## src/rtl/tow_pkg.sv

```systemverilog
// Shared types and constants for the tug-of-war match scorer.
//   state_t   : scorer FSM states
//   winner_t  : encoding driven on the winner output
//   SEG_BLANK : all segments off (active-low)
//   SEG_DIGIT : active-low {g,f,e,d,c,b,a} patterns for digits 0..9
package tow_pkg;

  typedef enum logic [1:0] {
    PLAY       = 2'b00,
    HOLD       = 2'b01,
    MATCH_OVER = 2'b10
  } state_t;

  typedef enum logic [1:0] {
    WIN_NONE  = 2'b00,
    WIN_LEFT  = 2'b01,
    WIN_RIGHT = 2'b10
  } winner_t;

  localparam logic [6:0] SEG_BLANK = 7'b1111111;

  localparam logic [6:0] SEG_DIGIT [0:9] = '{
    7'b1000000,  // 0
    7'b1111001,  // 1
    7'b0100100,  // 2
    7'b0110000,  // 3
    7'b0011001,  // 4
    7'b0010010,  // 5
    7'b0000010,  // 6
    7'b1111000,  // 7
    7'b0000000,  // 8
    7'b0010000   // 9
  };

endpackage

```

## src/rtl/seg7_digit.sv

```systemverilog
// Combinational hex-digit to seven-segment decoder.
//   value : 4-bit value to display
//   seg   : active-low segments {g,f,e,d,c,b,a}; blank for values above 9
module seg7_digit
  import tow_pkg::*;
(
  input  logic [3:0] value,
  output logic [6:0] seg
);

  always_comb begin
    seg = SEG_BLANK;
    if (value <= 4'd9) seg = SEG_DIGIT[value];
  end

endmodule

```

## src/rtl/match_scorer.sv

```systemverilog
// Tug-of-war match scorer: detects round wins, keeps per-player scores,
// freezes the playfield between rounds and declares the match winner.
//   clk, reset (async active-low)
//   Llight, Rlight : edge LEDs of the playfield
//   L, R           : player buttons (synchronised levels)
//   new_match      : synchronous restart, overrides everything but reset
//   hex_l, hex_r   : active-low score digits
//   freeze         : playfield ignores buttons while high
//   round_reset    : one-cycle recentre pulse
//   game_over      : match decided
//   winner         : 00 none, 01 left, 10 right
module match_scorer
  import tow_pkg::*;
#(
  parameter int WIN_ROUNDS  = 3,
  parameter int HOLD_CYCLES = 4
) (
  input  logic       clk,
  input  logic       reset,
  input  logic       Llight,
  input  logic       Rlight,
  input  logic       L,
  input  logic       R,
  input  logic       new_match,
  output logic [6:0] hex_l,
  output logic [6:0] hex_r,
  output logic       freeze,
  output logic       round_reset,
  output logic       game_over,
  output logic [1:0] winner
);

  localparam int SCORE_W = $clog2(WIN_ROUNDS + 1);
  localparam logic [SCORE_W-1:0] WIN_SCORE = SCORE_W'(WIN_ROUNDS);
  localparam logic [7:0] HOLD_LOAD = 8'(HOLD_CYCLES - 1);

  state_t             state;
  winner_t            winner_q;
  logic [SCORE_W-1:0] score_l;
  logic [SCORE_W-1:0] score_r;
  logic [7:0]         hold_cnt;

  logic               lwin;
  logic               rwin;
  logic [SCORE_W-1:0] l_inc;
  logic [SCORE_W-1:0] r_inc;
  logic [SCORE_W-1:0] won_score;

  assign lwin = Llight & ~Rlight & L & ~R;
  assign rwin = Rlight & ~Llight & R & ~L;

  // Saturating increments; the winning player's new score decides the next state.
  assign l_inc     = (score_l == WIN_SCORE) ? score_l : score_l + 1'b1;
  assign r_inc     = (score_r == WIN_SCORE) ? score_r : score_r + 1'b1;
  assign won_score = lwin ? l_inc : r_inc;

  always_ff @(posedge clk or negedge reset) begin
    if (!reset) begin
      state       <= PLAY;
      winner_q    <= WIN_NONE;
      score_l     <= '0;
      score_r     <= '0;
      hold_cnt    <= '0;
      freeze      <= 1'b0;
      round_reset <= 1'b0;
      game_over   <= 1'b0;
    end else if (new_match) begin
      state       <= PLAY;
      winner_q    <= WIN_NONE;
      score_l     <= '0;
      score_r     <= '0;
      hold_cnt    <= '0;
      freeze      <= 1'b0;
      round_reset <= 1'b1;
      game_over   <= 1'b0;
    end else begin
      case (state)
        PLAY: begin
          round_reset <= 1'b0;
          // The recentre cycle still shows the old light position, so skip it.
          if (!round_reset && (lwin || rwin)) begin
            if (lwin) score_l <= l_inc;
            else      score_r <= r_inc;
            freeze <= 1'b1;
            if (won_score == WIN_SCORE) begin
              state     <= MATCH_OVER;
              game_over <= 1'b1;
              winner_q  <= lwin ? WIN_LEFT : WIN_RIGHT;
            end else begin
              state    <= HOLD;
              hold_cnt <= HOLD_LOAD;
            end
          end
        end
        HOLD: begin
          if (hold_cnt == 8'd0) begin
            state       <= PLAY;
            freeze      <= 1'b0;
            round_reset <= 1'b1;
          end else begin
            hold_cnt <= hold_cnt - 8'd1;
          end
        end
        MATCH_OVER: begin
          round_reset <= 1'b0;
        end
        default: begin
          state <= PLAY;
        end
      endcase
    end
  end

  assign winner = winner_q;

  seg7_digit u_seg_l (
    .value (4'(score_l)),
    .seg   (hex_l)
  );

  seg7_digit u_seg_r (
    .value (4'(score_r)),
    .seg   (hex_r)
  );

endmodule

```

## config.mk

```make
export PLATFORM = sky130hd
export DESIGN_NAME = match_scorer
export DESIGN_NICKNAME = d
export VERILOG_FILES = /design/src/rtl/tow_pkg.sv /design/src/rtl/seg7_digit.sv /design/src/rtl/match_scorer.sv
export SDC_FILE = /design/constraint.sdc
export NUM_CORES = 1
export LEC_CHECK = 0
export CAP_MARGIN = 0
export CORE_UTILIZATION = 45
export DETAILED_ROUTE_END_ITERATION = 16
export GPL_ROUTABILITY_DRIVEN = 0
export PLACE_DENSITY = 0.69
export SYNTH_ARGS = -nofsm -noshare
export SYNTH_HDL_FRONTEND = slang
export SYNTH_HIERARCHICAL = 1
export SYNTH_SLANG_ARGS = --single-unit
```

## constraint.sdc

```tcl
create_clock -name clk -period 3.4 [get_ports clk]
set_input_delay 0.85 -clock clk [delete_from_list [all_inputs] [get_ports clk]]
set_output_delay 0.85 -clock clk [all_outputs]
set_load 0.1 [all_outputs]
```

Word-level counts from Yosys, hierarchy flattened
Memory sizes are Yosys's and may differ from the RTL's.
Index checks and enable logic that the tools add are counted.

word-level totals
  ROM bits = 224
  word-level logic and storage cells = 102
  memories = 2
  bits in registers = 19
  input port bits = 7
  output and inout bits = 19

memories
  memory            words  bits a word  rd ports  clocked after memory_dff  wr ports  RTL line          text
  (name not given)  16     7            1         0                         0         seg7_digit.sv:13  if (value <= 4'd9) seg = SEG_DIGIT[value];
  (name not given)  16     7            1         0                         0         seg7_digit.sv:13

operators by class
  equality and inequality tests = 11
  bitwise logic cells = 12
  mux-type cells = 43
  reductions and logical operators = 19
  order comparisons = 4
  $add $sub $neg = 3

operators by type and width
  cell                                                                               count
  7-bit 2-to-1 mux                                                                   6
  2-bit 2-to-1 mux                                                                   20
  8-bit 2-to-1 mux                                                                   4
  8-bit case mux with 2 select lines                                                 1
  3-bit AND reduction                                                                5
  3-bit != test (second input constant)                                              4
  5-bit greater-or-equal comparator (second input constant)                          2
  2-bit inverter with 5-bit output                                                   2
  1-bit 2-to-1 mux                                                                   9
  2-bit == test (second input constant)                                              4
  2-bit by 4-bit less-or-equal comparator with 1-bit output (second input constant)  2
  8-bit zero test                                                                    1
  2-bit nonzero test                                                                 4
  8-bit by 1-bit subtractor with 8-bit output (second input constant)                1
  1-bit bitwise AND                                                                  6
  2-bit case mux with 3 select lines                                                 1
  3-bit nonzero test                                                                 2
  2-bit by 1-bit adder with 2-bit output (second input constant)                     2
  2-bit != test (second input constant)                                              2
  1-bit inverter                                                                     4
  1-bit case mux with 2 select lines                                                 2
  4-bit AND reduction                                                                1
  2-bit by 1-bit == test with 1-bit output (second input constant)                   1
  2-bit zero test                                                                    1
  5 further kinds                                                                    5

Logic depth before layout (Yosys ltp)
  depth after elaboration = 10
  gate-level depth with buffers = 6
  gate-level depth less buffers = 6

Modules after synthesis
Netlist, hierarchy kept.

modules (own cells, without submodules)
  module        instances  area an instance (sq um)  seq. area each (sq um)  cells each
  match_scorer  1          1098.6                    475.5                   110
  seg7_digit    2          206.4                     0.0                     30

Least setup slack after synthesis
Ideal clock, no wire load.

  path type = register to output
  start point = register score_r[1]
  end point = output port hex_r[4]
  arrival time = 2.496 ns
  required time = 2.550 ns
  stages on the path, launching flop included = 6
  slack = 0.054 ns
  path buffers = 0
  cell sequence = dfrtp_1 > inv_1 > ha_1 > nor2_1 > nor2_1 > a2bb2oi_1

on the way
  word-level cells in the longest chain between the ends = 5
  elaborated cells between the ends (all ways) = 6
  classes of those cells = order compare: 1; mux: 3; bitwise: 1; memory: 1

ends and longest elaborated chain
  item                                                    RTL line            text
  start: declaration                                      match_scorer.sv:40  logic [SCORE_W-1:0] score_r;
  start signal: assignment                                match_scorer.sv:83  else score_r <= r_inc;
  2-bit inverter with 5-bit output (implied by the code)  seg7_digit.sv:13
  memory 16 x 7 bit                                       n/a
  7-bit 2-to-1 mux (implied by the code) (2 in a row)     seg7_digit.sv:13
  7-bit 2-to-1 mux (*)                                    seg7_digit.sv:13
  end: declaration                                        match_scorer.sv:26  output logic [6:0] hex_r,

Every way passes the cells marked *; elsewhere a longest branch is shown, timed or not. The select of a mux whose other input is x is not followed.

Worst setup path after layout
  start point = register score_l[1]
  end point = output port hex_l[4]

on the way
  word-level cells in the longest chain between the ends = 5
  elaborated cells between the ends (all ways) = 6
  classes of those cells = order compare: 1; mux: 3; bitwise: 1; memory: 1

ends and longest elaborated chain
  item                                                    RTL line            text
  start: declaration                                      match_scorer.sv:39  logic [SCORE_W-1:0] score_l;
  start signal: assignment                                match_scorer.sv:82  if (lwin) score_l <= l_inc;
  2-bit inverter with 5-bit output (implied by the code)  seg7_digit.sv:13
  memory 16 x 7 bit                                       n/a
  7-bit 2-to-1 mux (implied by the code) (2 in a row)     seg7_digit.sv:13
  7-bit 2-to-1 mux (*)                                    seg7_digit.sv:13
  end: declaration                                        match_scorer.sv:25  output logic [6:0] hex_l,

Marked as above.

==> impl_metrics.json <==
{
  "antenna_cells": 0,
  "ys_ff_latch": 19,
  "start_util_pct": 48.3,
  "timing.final.crit_share_pct": 79.8,
  "hold_slack_ns": 0.525,
  "rows": 20,
  "cts_buffers": 3,
  "first_global_vias": 1173,
  "clock_latency_ns": 0.30,
  "fin_crit_ns": 2.71,
  "rsz0062_at_grt": "no",
  "final.setup_skew_ns": 0.00191,
  "dr.pass1.iters": 4,
  "drt_iter0_drc": 61,
  "dpl.hpwl_um": 2340,
  "min_path_type": "reg2reg",
  "dp_cells": 236,
  "die_x_um": 60.0,
  "synth_edf_count": 0,
  "drive_above_1_share_pct": 17.9,
  "syn2layout_area_growth_pct": 16.3,
  "max_stage_delay_ns": 0.49,
  "antenna_found_initial": 0,
  "avgViaCountPerCell": 5.61,
  "finalNonFillerCells": 240,
  "numClockSinks": 19,
  "ys.flop_type": "dfrtp_1",
  "status": "finished, violations left",
  "setup_violations": 0,
  "worstPathRequired_ns": 2.55,
  "layout.nets": 216,
  "drt_wl_total_um": 3100,
  "grt_pass1_wl_um": 5000,
  "p_total_uw": 582,
  "cts_root_buf": "clkbuf_4",
  "ys_async_sr_fraction_pct": 100,
  "postCtsSetupBuffers": 0,
  "hold_viol": 0,
  "tightest_slew_ns": 1.73,
  "cts.path.max_buffers": 2,
  "slew_headroom_pct": -15.9,
  "end_kind": "primary output",
  "syn_area_per_cell_um2": 8.89,
  "netlist_top_cells_area": "dfrtp_1 (31%), ha_1 (9.9%), a21oi_1 (6.0%)",
  "track_usage_pct": 18.7,
  "maxCapViolCount": 0,
  "h-tree-depth": 1,
  "coreArea_um2": 3130,
  "cp_max_fo": 8,
  "synthCells": 170,
  "yosys.area.top_type_share_pct": 31.5,
  "use_met2_pct": 34.1,
  "yosysWarnings": 6,
  "cpLargestDelayFamily": "flip-flops",
  "yosys.area.top_type": "dfrtp_1",
  "place_ws_ns": 0.587,
  "leakage_uw": 0.000824,
  "via_count": 1346,
  "ant_nets": 0,
  "grt_busiest_layer": "met2",
  "ir_worst_vdd_v": 0.000255,
  "ys_types": 47,
  "cts_resized": 0,
  "crit_buf_inv": 2,
  "cts_tree": "yes",
  "violations": "max-slew violations",
  "drc": 0,
  "slowest_stage": "dfrtp_1",
  "grt_max_degree": 20,
  "overflow": 0,
  "use_met3_pct": 1.95,
  "ctsHoldBuffers": 0,
  "ys_seq_area_share_pct": 31.5,
  "path_class": "reg2out",
  "clkTransAtPathRegs_ns": 0.11,
  "worst_slack_ns": 0.686,
  "wire_per_inst_um": 12.9,
  "pwr_density_cell_nw_per_um2": 331,
  "filler_cell_count": 281,
  "netlist_area_um2": 1510,
  "ios": 26,
  "path_common_cell": "nor2_1",
  "die_height_um": 60.0,
  "path_cells": "inv_1 -> ha_1 -> nor2_1 -> nor2_1 -> a2bb2oi_1 -> buf_4",
  "setup.worst_path.start_class": "flip-flop",
  "tns_ns": 0,
  "die_area_um2": 3590,
  "max_freq_ghz": 0.368,
  "cp_data_arrival_time_ns": 1.86,
  "grt_use_met1_pct": 21.9,
  "slew_violations": 2,
  "port_buffers": 23
}
worst register-to-register path, stage by stage, from the launching register on:
cell and delay [ns]:
dfrtp_1 0.44, inv_1 0.10, ha_1 0.18, or4b_4 0.48
o21ai_2 0.16, a2bb2oi_2 0.15, o221a_1 0.28
sequential cells by signal, summed over array words and instances (netlist names):
signal and count:
winner 2, hold_cnt 8, state 2, round_reset 1, score_l 2, freeze 1
game_over 1, score_r 2
where the power goes:
part | switching [µW] | internal (µW)
Sequential | 6.30 | 230
Clock | 69.6 | 43.8
Combinational | 167 | 64.8
Total | 243 | 339
cells in the final DEF, fill, tap and decap left out, types with 2 or more instances in the layout:
cell / instances
a2bb2oi_1: 2
a21oi_1: 18
a211oi_1: 3
mux2i_1: 7
nand3_1: 2
inv_1: 16
a31oi_1: 2
o21bai_1: 3
nor3_1: 7
nor2_1: 18
o32ai_1: 6
o21a_1: 2
mux2_2: 2
or2b_1: 2
dfrtp_1: 19
clkbuf_4: 3
conb_1: 6
a22oi_2: 2
nand4bb_1: 2
ha_1: 12
o21ai_0: 4
o21ai_1: 2
or2_2: 2
nand2_1: 7
buf_4: 18
clkdlybuf4s50_1: 6
o22a_1: 2
area by class of cell:
class | instances | area [µm²] | area share [%]
timing repair buffer | 24 | 195 | 11.1
inverter | 16 | 60.1 | 3.42
sequential | 19 | 475 | 27.0
tap | 44 | 55.1 | 3.13
multi-input combinational | 133 | 945 | 53.7
clock inverter | 1 | 5.00 | 0.285
clock buffer | 3 | 22.5 | 1.28
synth_stat cells (2+ instances only):
| cell type | n |
|---|---|
| o22a_1 | 2 |
| o21ai_1 | 2 |
| o21a_1 | 2 |
| inv_1 | 16 |
| nor3_1 | 7 |
| a2bb2oi_1 | 2 |
| buf_6 | 2 |
| o21bai_1 | 3 |
| a21oi_1 | 18 |
| mux2i_1 | 7 |
| nand4bb_1 | 2 |
| mux2_2 | 2 |
| or2b_1 | 2 |
| nand3_1 | 2 |
| nand2_1 | 7 |
| dfrtp_1 | 19 |
| a22oi_2 | 2 |
| a211oi_1 | 3 |
| ha_1 | 12 |
| o32ai_1 | 6 |
| or2_2 | 2 |
| nor2_1 | 18 |
| buf_2 | 4 |
| a31oi_1 | 2 |
| o21ai_0 | 4 |
through the flow:
step | cell area, µm² | util, %
global placement | 1730 | 55.3
detailed placement | 1730 | 55.3
finish | 1760 | 56.2
floorplan | 1530 | -
global route | 1760 | 56.2
CTS | 1760 | 56.2
final timing paths:
path | cells past startpoint | start | to | slack, ns
min reg2reg | 1 | game_over | game_over | 0.52
min | 1 | game_over | game_over | 0.52
max reg2reg | 6 | hold_cnt[0] | hold_cnt[1] | 1.53
max | 6 | score_l[1] | hex_l[4] | 0.69
min in group asynchronous | 1 | reset | hold_cnt[7] | 1.02
max in group asynchronous | 1 | reset | hold_cnt[2] | 1.86
routing by layer:
| layer | vias up | share of wire, % | wire [µm] |
|---|---|---|---|
| li1 | 661 | - | - |
| met1 | 645 | 44 | 1380 |
| met2 | 36 | 50 | 1540 |
| met3 | 4 | 4.5 | 141 |
| met4 | 0 | 1.3 | 41 |
| met5 | - | 0 | 0 |
logic make-up after synthesis:
family	share of synthesized area [%]
AO/OA/AOI/OAI	24.8
AND/OR/NAND/NOR	20.2
multiplexers	6.13
other	0.248
adder cells (fa/ha/maj)	9.93
flip-flops	31.5
buffers and inverters	7.29
No activity file was read; power rests on OpenSTA's default activity.
